## src/rtl/acumulador_4b_pkg.sv

```systemverilog
// Shared types and defaults for the batched accumulator.
// Exposes FSM state encoding, default widths and counter sizing.
package acumulador_pkg;

  typedef enum logic [1:0] {
    IDLE,
    ACUM,
    SAIDA
  } estado_t;

  localparam int WIDTH_DEF  = 4;
  localparam int N_OPER_DEF = 4;

  function automatic int CNT_W(input int n_oper);
    return $clog2(n_oper + 1);
  endfunction

endpackage

```

## src/rtl/acumulador_4b_contador_oper.sv

```systemverilog
// Operand counter: sync clear, increment enable, terminal flag.
// Ports: clk, rst, clr_i, inc_i -> count_o, term_o (count+1==N_OPER).
module contador_oper
  import acumulador_pkg::*;
#(
  parameter int N_OPER = N_OPER_DEF
) (
  input  logic                        clk,
  input  logic                        rst,
  input  logic                        clr_i,
  input  logic                        inc_i,
  output logic [CNT_W(N_OPER)-1:0]    count_o,
  output logic                        term_o
);

  localparam int CW = CNT_W(N_OPER);

  logic [CW-1:0] cnt_q, cnt_d;
  logic [CW:0]   cnt_nxt;

  assign cnt_nxt = {1'b0, cnt_q} + 1'b1;

  always_comb begin
    cnt_d = cnt_q;
    if (clr_i) begin
      cnt_d = '0;
    end else if (inc_i) begin
      cnt_d = cnt_nxt[CW-1:0];
    end
  end

  always_ff @(posedge clk) begin
    if (rst) begin
      cnt_q <= '0;
    end else begin
      cnt_q <= cnt_d;
    end
  end

  assign count_o = cnt_q;
  assign term_o  = (cnt_nxt == (CW+1)'(N_OPER));

endmodule

```

## src/rtl/acumulador_4b.sv

```systemverilog
// Batched accumulator: sums N_OPER operands, then holds the result.
// Ports: in_valid/in_ready/in_data in, out_valid/out_ready/out_soma/out_cout/out_count out.
module acumulador_4b
  import acumulador_pkg::*;
#(
  parameter int WIDTH  = WIDTH_DEF,
  parameter int N_OPER = N_OPER_DEF
) (
  input  logic                      clk,
  input  logic                      rst,
  input  logic                      clr,
  input  logic                      in_valid,
  output logic                      in_ready,
  input  logic [WIDTH-1:0]          in_data,
  output logic                      out_valid,
  input  logic                      out_ready,
  output logic [WIDTH-1:0]          out_soma,
  output logic                      out_cout,
  output logic [CNT_W(N_OPER)-1:0]  out_count
);

  estado_t          state_q, state_d;
  logic [WIDTH-1:0] acc_q, acc_d;
  logic             carry_q, carry_d;
  logic [WIDTH:0]   sum;
  logic             in_fire, out_fire;
  logic             term;

  assign in_ready  = (state_q != SAIDA);
  assign out_valid = (state_q == SAIDA);
  assign in_fire   = in_valid && in_ready;
  assign out_fire  = out_valid && out_ready;
  assign sum       = {1'b0, acc_q} + {1'b0, in_data};

  contador_oper #(
    .N_OPER (N_OPER)
  ) u_cnt (
    .clk     (clk),
    .rst     (rst),
    .clr_i   (clr || out_fire),
    .inc_i   (in_fire && !clr),
    .count_o (out_count),
    .term_o  (term)
  );

  always_comb begin
    state_d = state_q;
    acc_d   = acc_q;
    carry_d = carry_q;
    if (clr) begin
      state_d = IDLE;
      acc_d   = '0;
      carry_d = 1'b0;
    end else begin
      unique case (state_q)
        IDLE: begin
          if (in_fire) begin
            acc_d   = in_data;
            carry_d = 1'b0;
            state_d = term ? SAIDA : ACUM;
          end
        end
        ACUM: begin
          if (in_fire) begin
            acc_d   = sum[WIDTH-1:0];
            carry_d = carry_q | sum[WIDTH];
            if (term) state_d = SAIDA;
          end
        end
        SAIDA: begin
          if (out_fire) begin
            acc_d   = '0;
            carry_d = 1'b0;
            state_d = IDLE;
          end
        end
        default: begin
          state_d = IDLE;
          acc_d   = '0;
          carry_d = 1'b0;
        end
      endcase
    end
  end

  always_ff @(posedge clk) begin
    if (rst) begin
      state_q <= IDLE;
      acc_q   <= '0;
      carry_q <= 1'b0;
    end else begin
      state_q <= state_d;
      acc_q   <= acc_d;
      carry_q <= carry_d;
    end
  end

  assign out_soma = acc_q;
  assign out_cout = carry_q;

endmodule
```

## config.mk

```make
export PLATFORM = sky130hd
export DESIGN_NAME = acumulador_4b
export DESIGN_NICKNAME = d
export VERILOG_FILES = /design/src/rtl/acumulador_4b_pkg.sv /design/src/rtl/acumulador_4b_contador_oper.sv /design/src/rtl/acumulador_4b.sv
export SDC_FILE = /design/constraint.sdc
export NUM_CORES = 1
export LEC_CHECK = 0
export ABC_AREA = 0
export CORE_UTILIZATION = 48
export CTS_CLUSTER_DIAMETER = 200
export DETAILED_ROUTE_END_ITERATION = 16
export HOLD_SLACK_MARGIN = 0.03
export PLACE_DENSITY = 0.81
export SLEW_MARGIN = 25
export SYNTH_ARGS = -nofsm -noshare
export SYNTH_HDL_FRONTEND = slang
export SYNTH_SLANG_ARGS = --single-unit
```

## constraint.sdc

```tcl
create_clock -name clk -period 5.1 [get_ports clk]
set_clock_uncertainty 0.05 [all_clocks]
set_input_delay 1.275 -clock clk [delete_from_list [all_inputs] [get_ports clk]]
set_output_delay 1.275 -clock clk [all_outputs]
set_load 0.03 [all_outputs]
```

==> results of run 1 <==
[layout by cell type (no fill, tap or decap), types with 2 or more instances in the layout]
master | netlist | layout
sky130_fd_sc_hd__a21oi_1 | 4 | 4
sky130_fd_sc_hd__nor3b_1 | 2 | 2
sky130_fd_sc_hd__inv_1 | 4 | 4
sky130_fd_sc_hd__ha_1 | 5 | 5
sky130_fd_sc_hd__nand2_1 | 5 | 5
sky130_fd_sc_hd__xnor2_1 | 3 | 3
sky130_fd_sc_hd__nor2_1 | 5 | 5
sky130_fd_sc_hd__nor3_1 | 2 | 2
sky130_fd_sc_hd__nor2b_1 | 2 | 2
sky130_fd_sc_hd__clkbuf_4 | 0 | 3
sky130_fd_sc_hd__dfxtp_1 | 10 | 10
sky130_fd_sc_hd__clkdlybuf4s50_1 | 0 | 18
sky130_fd_sc_hd__mux2i_1 | 4 | 4
[worst max-delay path: stages, from the launching register on]
cell                              delay [ps]
sky130_fd_sc_hd__dfxtp_1                 560
sky130_fd_sc_hd__nor2b_4                 290
sky130_fd_sc_hd__clkdlybuf4s50_1         690
[logic make-up after synthesis]
kind of cell	share of synthesized area (%)
DFF	30.6
xor gates and xnor gates	4.02
muxes	6.12
buffers and inverters	5.74
AOI/OAI and AO/OA	17.0
and+or+nand+nor	23.9
adders and majority gates	12.6
[final cells by class]
class	count	area [um^2]	area share (%)
Timing Repair Buffer	18	180	20.7
Multi-Input combinational cell	52	417	47.8
Tap cell	14	17.5	2.01
Clock buffer	4	36.3	4.16
Sequential cell	10	200	23.0
Inverter	5	21.3	2.44
[routing by layer]
layer / part of all wire (%) / up-vias / routed length (um)
met5: 0 / - / 0
met4: 0.84 / 0 / 11
met3: 4.4 / 2 / 57
met2: 42 / 24 / 550
met1: 52 / 251 / 683
li1: - / 288 / -
[power by group through the flow]
stage / sequential, mW / combinational [mW] / clock [mW]
2_1_floorplan: 0.0864 / 0.0170 / 0
4_1_cts: 0.0824 / 0.0339 / 0.0740
3_5_place_dp: 0.0843 / 0.0337 / 0
6_report: 0.0824 / 0.0338 / 0.0720
3_3_place_gp: 0.0843 / 0.0332 / 0
5_1_grt: 0.0827 / 0.0373 / 0.0772
[path summary, 6_finish.rpt]
check	to	start
max reg2reg	out_soma[2]$_SDFFE_PP0P_	out_soma[0]$_SDFFE_PP0P_
min reg2reg	out_soma[2]$_SDFFE_PP0P_	out_soma[2]$_SDFFE_PP0P_
min	out_soma[2]$_SDFFE_PP0P_	out_soma[2]$_SDFFE_PP0P_
max	out_valid	state_q[1]$_SDFFE_PP0P_
[sequential cells by signal (all words and copies together), names as in the netlist]
name and cells:
out_soma 4, state_q 2, out_cout 1, u_cnt.count_o 3
[through the flow]
stage	utilization, %	cell area [um^2]	total power, mW
after global placement	70.5	836	0.118
after detailed placement	70.5	836	0.118
after floorplan	-	654	0.103
after CTS	73.5	872	0.190
after global routing	73.5	872	0.197
final	73.5	872	0.188
==> key figures, run 1 <==
Logic synthesis
  – Synthesized instance count: 69
  – Synth warn: 0
  – Most frequently used flop master after synthesis: sky130_fd_sc_hd__dfxtp_1
  – Main area contributors after synthesis: sky130_fd_sc_hd__dfxtp_1 31%, sky130_fd_sc_hd__ha_1 9.6%, sky130_fd_sc_hd__mux2i_1 6.1%, sky130_fd_sc_hd__xnor2_1 4.0%, sky130_fd_sc_hd__a21oi_1 3.1%
  – Ranking of synthesized cells by instance count: 10 x sky130_fd_sc_hd__dfxtp_1, 5 x sky130_fd_sc_hd__ha_1, 5 x sky130_fd_sc_hd__nand2_1, 5 x sky130_fd_sc_hd__nor2_1
  – Number of synthesized flops with an enable pin: 0
  – Flop and latch count out of synthesis: 10
  – Post-Syn Area: 654 um^2
  – Nets in the synthesized netlist: 84
  – Unique cell type count in the Yosys netlist: 34
  – Post-synth top area cell: sky130_fd_sc_hd__dfxtp_1
  – Dominant cell by count in the synthesized netlist: sky130_fd_sc_hd__dfxtp_1
  – Syn_area_per_cell: 9.48 um^2
  – Ys async rst share: 0%
  – Portion of the post-synthesis area used by sequential elements: 30.6%
  – Top cell type's share of synthesized area: 30.6%

Power
  – Switching component of the power: 0.0471 mW
  – Portion of total power attributed to the clock network: 38.2%
  – Static Leakage: 0.340 nW
  – Switch share: 25.0%
  – Worst vdd rail ir drop: 0.190 mV
  – Power density over cell area: 216 mW/mm^2
  – Cell-internal power: 0.141 mW
  – Combinational fraction of design power: 18.0%
  – Part of the power in registers: 43.8%

Clock tree
  – TritonCTS buffer count: 3
  – Post-CTS setup repair buffer count: 0
  – Number of cells upsized or downsized after cts: 0
  – CTS root buffer: sky130_fd_sc_hd__clkbuf_4
  – TritonCTS clock tree: built
  – Clock insertion delay at the later pin of the skew report: 260 ps
  – Largest buffer count on any clock path: 2
  – Hold buffer count at CTS: 0
  – Total number of H-tree levels: 1
  – Clock-pin slew on the worst setup and hold paths: 70 ps
  – Sinks on the clock net: 10

Floorplanning
  – Number of primary I/O pins: 19
  – Die area: 0.00151 mm^2
  – Number of core rows: 12
  – Floorplan die height: 38.9 um
  – Placeable core region: 0.00119 mm^2
  – Die Wd: 38.9 um
  – Starting density of the core: 55.2%

STA
  – Hold Worst Slack: 431 ps
  – Final count of negative-setup-slack endpoints: 0
  – Worst rel slew slack: 73.4%
  – Slew at the pin closest to its max-slew limit: 398 ps
  – Time the worst path needs with I/O delays and setup: 3140 ps
  – Upper clock frequency limit: 319 MHz
  – Setup repair after global routing missed its margin: false
  – Worst Setup Slack, final: 1960 ps
  – Setup TNS Final: 0 ps
  – Share of the clock period used by the worst path after layout: 61.5%
  – Final Hold Viols: 0
  – Final-report max-slew violation count: 0

Global route
  – Maximum number of pins on one net before global-route repair: 12
  – Met1 track utilization from global routing: 28.2%
  – Met2 Track Usage GR: 33.8%
  – Via count of the first global-routing pass: 534
  – Global Route met3 Usage: 3.47%
  – Overall fraction of global-route tracks in use: 21.9%
  – Final global-route overflow total: 0
  – Initial antenna violation count: 0
  – First-pass GRT wire length: 2230 um
  – Most Used Layer, Global Route: met2

Route
  – Number of nets with antenna violations after routing: 0
  – Mean routed wirelength per cell: 12.7 um
  – DRC viols: 0
  – Total iterations of the first detailed-routing run: 4
  – Final wirelength: 1300 um
  – Vias per cell: 5.49
  – Initial detailed-routing violation count: 17
  – Total number of vias: 565

Layout
  – Number of nets in the layout: 105
  – Fraction of final layout cells with drive strength greater than 1: 11.2%
  – Post-route non-filler standard cell count: 103
  – Syn-to-layout area delta: 33.3%
  – Inserted Diodes: 0
  – Fillcell total: 92

Critical path
  – Crit path launch type: register
  – Data arrival time of the critical path: 1810 ps
  – Largest driver fanout on the critical path: 11
  – Worst Path Class, Setup: register to output pin
  – Register-to-register setup slack: 3320 ps
  – Crit path capture type: output pin
  – Critical Path RT: 3770 ps
  – Depth of the worst register-to-register path: 7

Place
  – Detailed-placement wirelength estimate: 987 um
  – Final weighted congestion in routability-driven placement: 0.725
  – Buffers added on ports: 18
  – Placed insts: 99
  – Post-placement worst setup slack: 1920 ps

Flow run
  – Max-capacitance violation count: 0

Min path
  – Worst min path class: register to register
  – Worst hold stages: 2

Outcome
  – Run status: complete, no violations
(Power assumes the default switching activity.)
==> inputs of run 2 (changes only) <==
--- a/config.mk
+++ b/config.mk
@@ -6,11 +6,11 @@
 export NUM_CORES = 1
 export LEC_CHECK = 0
 export ABC_AREA = 0
-export CORE_UTILIZATION = 48
+export CORE_UTILIZATION = 45
 export CTS_CLUSTER_DIAMETER = 200
 export DETAILED_ROUTE_END_ITERATION = 16
 export HOLD_SLACK_MARGIN = 0.03
-export PLACE_DENSITY = 0.81
+export PLACE_DENSITY = 0.76
 export SLEW_MARGIN = 25
 export SYNTH_ARGS = -nofsm -noshare
 export SYNTH_HDL_FRONTEND = slang
==> constraint.sdc (replaced) <==
create_clock -name clk -period 2.9 [get_ports clk]
set_clock_uncertainty 0.05 [all_clocks]
set_input_delay 0.725 -clock clk [delete_from_list [all_inputs] [get_ports clk]]
set_output_delay 0.725 -clock clk [all_outputs]
set_load 0.03 [all_outputs]
==> run 2 against run 1 <==
Against the previous run:
- via count is the same
- flip-flop and latch count unchanged
- sequential share of layout area about the same
- critical path type unchanged
- highest routed layer unchanged
==> key figures, run 2 (same netlist as run 1, synthesis figures left out) <==
Route
  – Initial detailed-routing violation count: 3 (-14)
  – Highest routed layer: met4
  – Total iterations of the first detailed-routing run: 4 (unchanged)
  – Vias per cell: 5.43 (-0.96%)
  – Detail Route met3 WL: 60 um (+5.3%)
  – DRC viols: 0 (unchanged)
  – Mean routed wirelength per cell: 13.0 um (+2.8%)
  – Detailed route wirelength on metal2: 649 um (+18%)
  – Routed metal-1 wirelength: 627 um (-8.2%)
  – Final wirelength: 1350 um (+3.8%)
  – Total number of vias: 565 (unchanged)
  – Number of nets with antenna violations after routing: 0 (unchanged)

Layout
  – Utilization after layout: 65.5% (-8.0 points)
  – Commonest cells after routing, fill and taps aside: 18 x sky130_fd_sc_hd__clkdlybuf4s50_1, 10 x sky130_fd_sc_hd__dfxtp_1, 5 x sky130_fd_sc_hd__nor2_1, 5 x sky130_fd_sc_hd__nand2_1, 5 x sky130_fd_sc_hd__ha_1
  – Syn-to-layout area delta: 33.5%
  – Final cell area excluding filler cells: 873 um^2 (+0.14%)
  – Commonest non-fill, non-tap cell in the layout: sky130_fd_sc_hd__clkdlybuf4s50_1
  – Post-route non-filler standard cell count: 104 (+0.97%)
  – Largest register FFs: 4 (unchanged)
  – Inserted Diodes: 0 (unchanged)
  – Fraction of final layout cells with drive strength greater than 1: 11.2% (unchanged)
  – Number of nets in the layout: 105 (unchanged)

STA
  – Setup repair after global routing missed its margin: false
  – Slew at the pin closest to its max-slew limit: 424 ps (+26.5 ps)
  – Final-report max-slew violation count: 0 (unchanged)
  – Upper clock frequency limit: 381 MHz
  – Time the worst path needs with I/O delays and setup: 2620 ps
  – Setup TNS Final: 0 ps (unchanged)
  – Final Hold Viols: 0 (unchanged)
  – Final count of negative-setup-slack endpoints: 0 (unchanged)
  – Worst rel slew slack: 71.7% (-1.8 points)
  – Worst Setup Slack, final: 276 ps (-1690 ps)
  – Share of the clock period used by the worst path after layout: 90.5%

Floorplanning
  – Number of primary I/O pins: 19 (unchanged)
  – Starting density of the core: 49.1% (-6.1 points)
  – Placeable core region: 0.00133 mm^2 (+12%)
  – Number of core rows: 13 (+1)
  – Die Wd: 40.1 um (+3.1%)
  – Die area: 0.00161 mm^2 (+6.3%)
  – Floorplan die height: 40.1 um (+3.1%)

Place
  – Final weighted congestion in routability-driven placement: 0.763 (+5.3%)
  – Placed insts: 100 (+1.0%)
  – Detailed-placement wirelength estimate: 1040 um (+5.5%)
  – Post-placement worst setup slack: 254 ps (-1660 ps)
  – Buffers added on ports: 18 (unchanged)
  – Placed cell areas: 837 um^2 (+0.15%)

Critical path
  – Worst Path Class, Setup: register to output pin
  – Delay of the slowest critical-path stage: 700 ps (about the same)
  – Critical Path RT: 2120 ps (-1650 ps)
  – Crit path capture type: output pin
  – Worst path top cell family by delay: buffers and inverters
  – Cell with the largest stage delay on the worst path: sky130_fd_sc_hd__clkdlybuf4s50_1
  – Crit path launch type: register
  – Launching point of the worst reg2reg path: out_soma[0]$_SDFFE_PP0P_
  – Cell Chain, Critical Path: nor2b_4, clkdlybuf4s50_1
  – Register-to-register setup slack: 1120 ps (-2200 ps)
  – Largest driver fanout on the critical path: 11 (unchanged)
  – Total buffers and inverters traversed by the critical path: 1 (unchanged)
  – Reg2reg end: out_soma[2]$_SDFFE_PP0P_
  – Depth of the worst register-to-register path: 7 (unchanged)
  – Data arrival time of the critical path: 1850 ps (+40 ps)

Clock tree
  – Largest buffer count on any clock path: 2 (unchanged)
  – Post-CTS setup repair buffer count: 0 (unchanged)
  – Clock-pin slew on the worst setup and hold paths: 70 ps (about the same)
  – TritonCTS clock tree: built
  – Hold buffer count at CTS: 0 (unchanged)
  – Total number of H-tree levels: 1 (unchanged)
  – Clock insertion delay at the later pin of the skew report: 260 ps (about the same)
  – TritonCTS buffer count: 3 (unchanged)
  – Sinks on the clock net: 10 (unchanged)
  – Number of cells upsized or downsized after cts: 0 (unchanged)
  – CTS root buffer: sky130_fd_sc_hd__clkbuf_4

Power
  – Power density over cell area: 377 mW/mm^2 (+75%)
  – Static Leakage: 0.340 nW (unchanged)
  – Worst vdd rail ir drop: 0.232 mV (+22%)

Min path
  – Worst min path class: register to register
  – Hold Path End: out_soma[2]$_SDFFE_PP0P_
  – Hold Path Origin: out_soma[2]$_SDFFE_PP0P_
  – Worst hold stages: 2 (unchanged)

Global route
  – Final global-route overflow total: 0 (unchanged)
  – Overall fraction of global-route tracks in use: 20.3% (-1.6 points)
  – Maximum number of pins on one net before global-route repair: 12 (unchanged)
  – Via count of the first global-routing pass: 513 (-3.9%)
  – Initial antenna violation count: 0 (unchanged)
  – First-pass GRT wire length: 2180 um (-2.2%)

Outcome
  – Run status: complete, no violations

Flow run
  – Max-capacitance violation count: 0 (unchanged)
run 2: where the power goes:
| group | switching [mW] | total, mW | internal (mW) |
|---|---|---|---|
| Sequential | 0.00416 | 0.145 | 0.141 |
| Combinational | 0.0288 | 0.0598 | 0.0311 |
| Clock | 0.0484 | 0.125 | 0.0762 |
run 2: stage by stage:
step | hold slack [ps] | total power, mW
finish | 421 | 0.329
global route | 451 | 0.347
CTS | 427 | 0.335
detailed placement | 418 | 0.208
global placement | 417 | 0.207
floorplan | 528 | 0.182
run 2: area by class of cell:
| class | count | area (um^2) |
|---|---|---|
| multi-input combinational | 52 | 417 |
| clock buffer | 4 | 36.3 |
| sequential | 10 | 200 |
| fill | 116 | 460 |
| inverter | 5 | 21.3 |
| tap | 15 | 18.8 |
| timing repair buffer | 18 | 180 |
run 2: metal layers:
| metal | GRT usage, % | vias up |
|---|---|---|
| met4 | 10.3 | 0 |
| met3 | 3.89 | 2 |
| met2 | 34.3 | 13 |
| met5 | 0 | - |
| met1 | 24.1 | 262 |
| li1 | - | 288 |
run 2: worst max-delay path by stage:
stage               slack, ps                     from  cells after the start                  endpoint
floorplan                 880               in_data[0]                      7  out_soma[2]$_SDFFE_PP0P_
global placement          320               in_data[0]                      8  out_soma[2]$_SDFFE_PP0P_
detailed placement        250               in_data[0]                      8  out_soma[2]$_SDFFE_PP0P_
CTS                       260  state_q[1]$_SDFFE_PP0P_                      2                 out_valid
global route              200  state_q[1]$_SDFFE_PP0P_                      2                 out_valid
finish                    280  state_q[1]$_SDFFE_PP0P_                      2                 out_valid
run 2: worst min-delay path, delay by kind of cell, from the launching register on:
kind,cells,cell delay [ps]
flip-flops,1,320
AND/OR/NAND/NOR,1,50
AO/OA/AOI/OAI,1,50
==> inputs of run 3 (changes only) <==
--- a/config.mk
+++ b/config.mk
@@ -6,11 +6,10 @@
 export NUM_CORES = 1
 export LEC_CHECK = 0
 export ABC_AREA = 0
-export CORE_UTILIZATION = 45
-export CTS_CLUSTER_DIAMETER = 200
+export CORE_UTILIZATION = 40
 export DETAILED_ROUTE_END_ITERATION = 16
 export HOLD_SLACK_MARGIN = 0.03
-export PLACE_DENSITY = 0.76
+export PLACE_DENSITY = 0.69
 export SLEW_MARGIN = 25
 export SYNTH_ARGS = -nofsm -noshare
 export SYNTH_HDL_FRONTEND = slang
==> run 3 against run 2 <==
Against the previous run:
- cell area is 0.14% higher
- first-iteration DRC count is 130% higher
- global-route usage is 2.8 points lower
- cell count is 0.96% higher
- sequential power hardly changed
- non-clock buffer count stayed put
- combinational power is 0.8% lower
- critical path type unchanged
==> key figures, run 3 (same netlist as run 1, synthesis figures left out) <==
Power
  – Switching component of the power: 0.0865 mW (+6.4%)
  – Power density over cell area: 383 mW/mm^2 (+1.4%)
  – Switch share: 25.9% (+1.2 points)
  – Worst vdd rail ir drop: 0.242 mV (+4.4%)
  – Cell-internal power: 0.248 mW (about the same)
  – Static Leakage: 0.340 nW (unchanged)
  – Portion of total power attributed to the clock network: 38.9% (+1.1 points)
  – Part of the power in registers: 43.4% (-0.6 points)
  – Combinational fraction of design power: 17.7% (-0.5 points)

Critical path
  – Depth of the worst register-to-register path: 7 (unchanged)
  – Launching point of the worst reg2reg path: out_soma[0]$_SDFFE_PP0P_
  – Crit path capture type: output pin
  – Worst Path Class, Setup: register to output pin
  – Critical path endpoint: out_valid
  – Critical Path RT: 2120 ps (about the same)
  – Register-to-register setup slack: 1130 ps (about the same)
  – Data arrival time of the critical path: 1860 ps (about the same)
  – Worst path top cell family by delay: buffers and inverters
  – Beginning of the critical path: state_q[1]$_SDFFE_PP0P_
  – Largest driver fanout on the critical path: 11 (unchanged)
  – Crit path launch type: register
  – Delay of the slowest critical-path stage: 700 ps (about the same)
  – Reg2reg end: out_soma[2]$_SDFFE_PP0P_
  – Cell Chain, Critical Path: nor2b_4, clkdlybuf4s50_1
  – Total buffers and inverters traversed by the critical path: 1 (unchanged)
  – Cell with the largest stage delay on the worst path: sky130_fd_sc_hd__clkdlybuf4s50_1
  – Number of cells on the critical path: 2 (unchanged)

STA
  – Final count of negative-setup-slack endpoints: 0 (unchanged)
  – Share of the clock period used by the worst path after layout: 91.0% (+0.53 points)
  – Slew at the pin closest to its max-slew limit: 441 ps (+16.2 ps)
  – Final-report max-slew violation count: 0 (unchanged)
  – Final Hold Viols: 0 (unchanged)
  – Time the worst path needs with I/O delays and setup: 2640 ps (+15.2 ps)
  – Setup repair after global routing missed its margin: false
  – Upper clock frequency limit: 379 MHz (-0.58%)
  – Worst Setup Slack, final: 261 ps (-15.2 ps)
  – Worst rel slew slack: 70.6% (-1.1 points)
  – Setup TNS Final: 0 ps (unchanged)

Global route
  – Initial antenna violation count: 0 (unchanged)
  – First-pass GRT wire length: 2350 um (+7.6%)
  – Final global-route overflow total: 0 (unchanged)
  – Overall fraction of global-route tracks in use: 17.5% (-2.8 points)
  – Maximum number of pins on one net before global-route repair: 12 (unchanged)
  – Via count of the first global-routing pass: 545 (+6.2%)

Place
  – Post-placement worst setup slack: 277 ps (+23.0 ps)
  – Detailed-placement wirelength estimate: 974 um (-6.5%)
  – Buffers added on ports: 18 (unchanged)
  – Final weighted congestion in routability-driven placement: 0.733 (-4.0%)

Route
  – Total iterations of the first detailed-routing run: 4 (unchanged)
  – DRC viols: 0 (unchanged)
  – Routed metal-1 wirelength: 644 um (+2.7%)
  – Detailed route wirelength on metal2: 601 um (-7.4%)
  – Mean routed wirelength per cell: 12.8 um (-1.4%)
  – Highest routed layer: met4
  – Detail Route met3 WL: 67 um (+12%)
  – Number of nets with antenna violations after routing: 0 (unchanged)
  – Final wirelength: 1350 um (-0.44%)
  – Vias per cell: 5.45 (+0.27%)
  – Initial detailed-routing violation count: 7 (+4)
  – Total number of vias: 572 (+1.2%)

Layout
  – Number of nets in the layout: 105 (unchanged)
  – Syn-to-layout area delta: 33.7%
  – Fillcell total: 145 (+25%)
  – Area of all sequential standard cells: 200 um^2 (unchanged)
  – Inserted Diodes: 0 (unchanged)
  – Largest register FFs: 4 (unchanged)
  – Commonest cells after routing, fill and taps aside: 18 x sky130_fd_sc_hd__clkdlybuf4s50_1, 10 x sky130_fd_sc_hd__dfxtp_1, 5 x sky130_fd_sc_hd__nor2_1, 5 x sky130_fd_sc_hd__nand2_1, 5 x sky130_fd_sc_hd__ha_1
  – Commonest non-fill, non-tap cell in the layout: sky130_fd_sc_hd__clkdlybuf4s50_1
  – Fraction of final layout cells with drive strength greater than 1: 11.2% (unchanged)
  – Combined area of the multi-input logic cells: 417 um^2 (unchanged)

Clock tree
  – CTS root buffer: sky130_fd_sc_hd__clkbuf_4
  – Largest buffer count on any clock path: 2 (unchanged)
  – Post-CTS setup repair buffer count: 0 (unchanged)
  – Hold buffer count at CTS: 0 (unchanged)
  – TritonCTS clock tree: built
  – Clock insertion delay at the later pin of the skew report: 270 ps (about the same)
  – Total number of H-tree levels: 1 (unchanged)
  – Clock-pin slew on the worst setup and hold paths: 70 ps (about the same)
  – Sinks on the clock net: 10 (unchanged)
  – TritonCTS buffer count: 3 (unchanged)
  – Number of cells upsized or downsized after cts: 0 (unchanged)

Floorplanning
  – Number of core rows: 14 (+1)
  – Die area: 0.00180 mm^2 (+12%)
  – Placeable core region: 0.00152 mm^2 (+14%)
  – Floorplan die height: 42.4 um (+5.8%)
  – Starting density of the core: 42.9% (-6.1 points)
  – Die Wd: 42.4 um (+5.8%)
  – Number of primary I/O pins: 19 (unchanged)

Min path
  – Worst min path class: register to register

Flow run
  – Max-capacitance violation count: 0 (unchanged)

Outcome
  – Run status: complete, no violations
run 3: cell counts in the layout (fill, tap and decap cells not counted):
Identical to the previous run, type by type.
run 3: area by class of cell:
class                      instances  area share [%]
clock buffer                       4            4.15
timing repair buffer              18            20.6
multi-input combinational         52            47.6
sequential                        10            22.9
tap                               16            2.29
inverter                           5            2.43
run 3: worst min path at each step:
stage	end	cells after the start	startpoint
after global placement	out_soma[2]$_SDFFE_PP0P_	2	out_soma[2]$_SDFFE_PP0P_
after CTS	out_soma[2]$_SDFFE_PP0P_	2	out_soma[2]$_SDFFE_PP0P_
after detailed placement	out_soma[2]$_SDFFE_PP0P_	2	out_soma[2]$_SDFFE_PP0P_
after floorplan	state_q[0]$_SDFFE_PP0P_	2	state_q[1]$_SDFFE_PP0P_
final	out_soma[2]$_SDFFE_PP0P_	2	out_soma[2]$_SDFFE_PP0P_
after global routing	out_soma[2]$_SDFFE_PP0P_	2	out_soma[2]$_SDFFE_PP0P_
run 3: tightest hold or removal path, stage by stage (launching register included):
cell and delay [ps]:
sky130_fd_sc_hd__dfxtp_1 330, sky130_fd_sc_hd__nand2_1 60, sky130_fd_sc_hd__a21boi_1 50
run 3: routing by layer:
metal  GRT usage, %  vias to the layer above
met1           22.1                      257
met3           5.17                        6
met2           25.8                       21
met4           10.6                        0
met5              0                        -
li1               -                      288
run 3: through the flow:
stage / util, % / hold WS (ps) / power [mW] / cell area [um^2] / cells
after floorplan: - / 528 / 0.182 / 654 / 69
after CTS: 57.4 / 431 / 0.336 / 875 / 105
after global routing: 57.4 / 466 / 0.352 / 875 / 105
after global placement: 55.0 / 418 / 0.207 / 838 / 101
final: 57.4 / 428 / 0.335 / 875 / 105
after detailed placement: 55.0 / 424 / 0.207 / 838 / 101
run 3: power groups by stage:
stage	registers (mW)	logic (mW)	clock network (mW)
detailed placement	0.148	0.0590	0
CTS	0.145	0.0597	0.132
finish	0.145	0.0593	0.130
floorplan	0.152	0.0300	0
global route	0.146	0.0650	0.141
global placement	0.148	0.0586	0
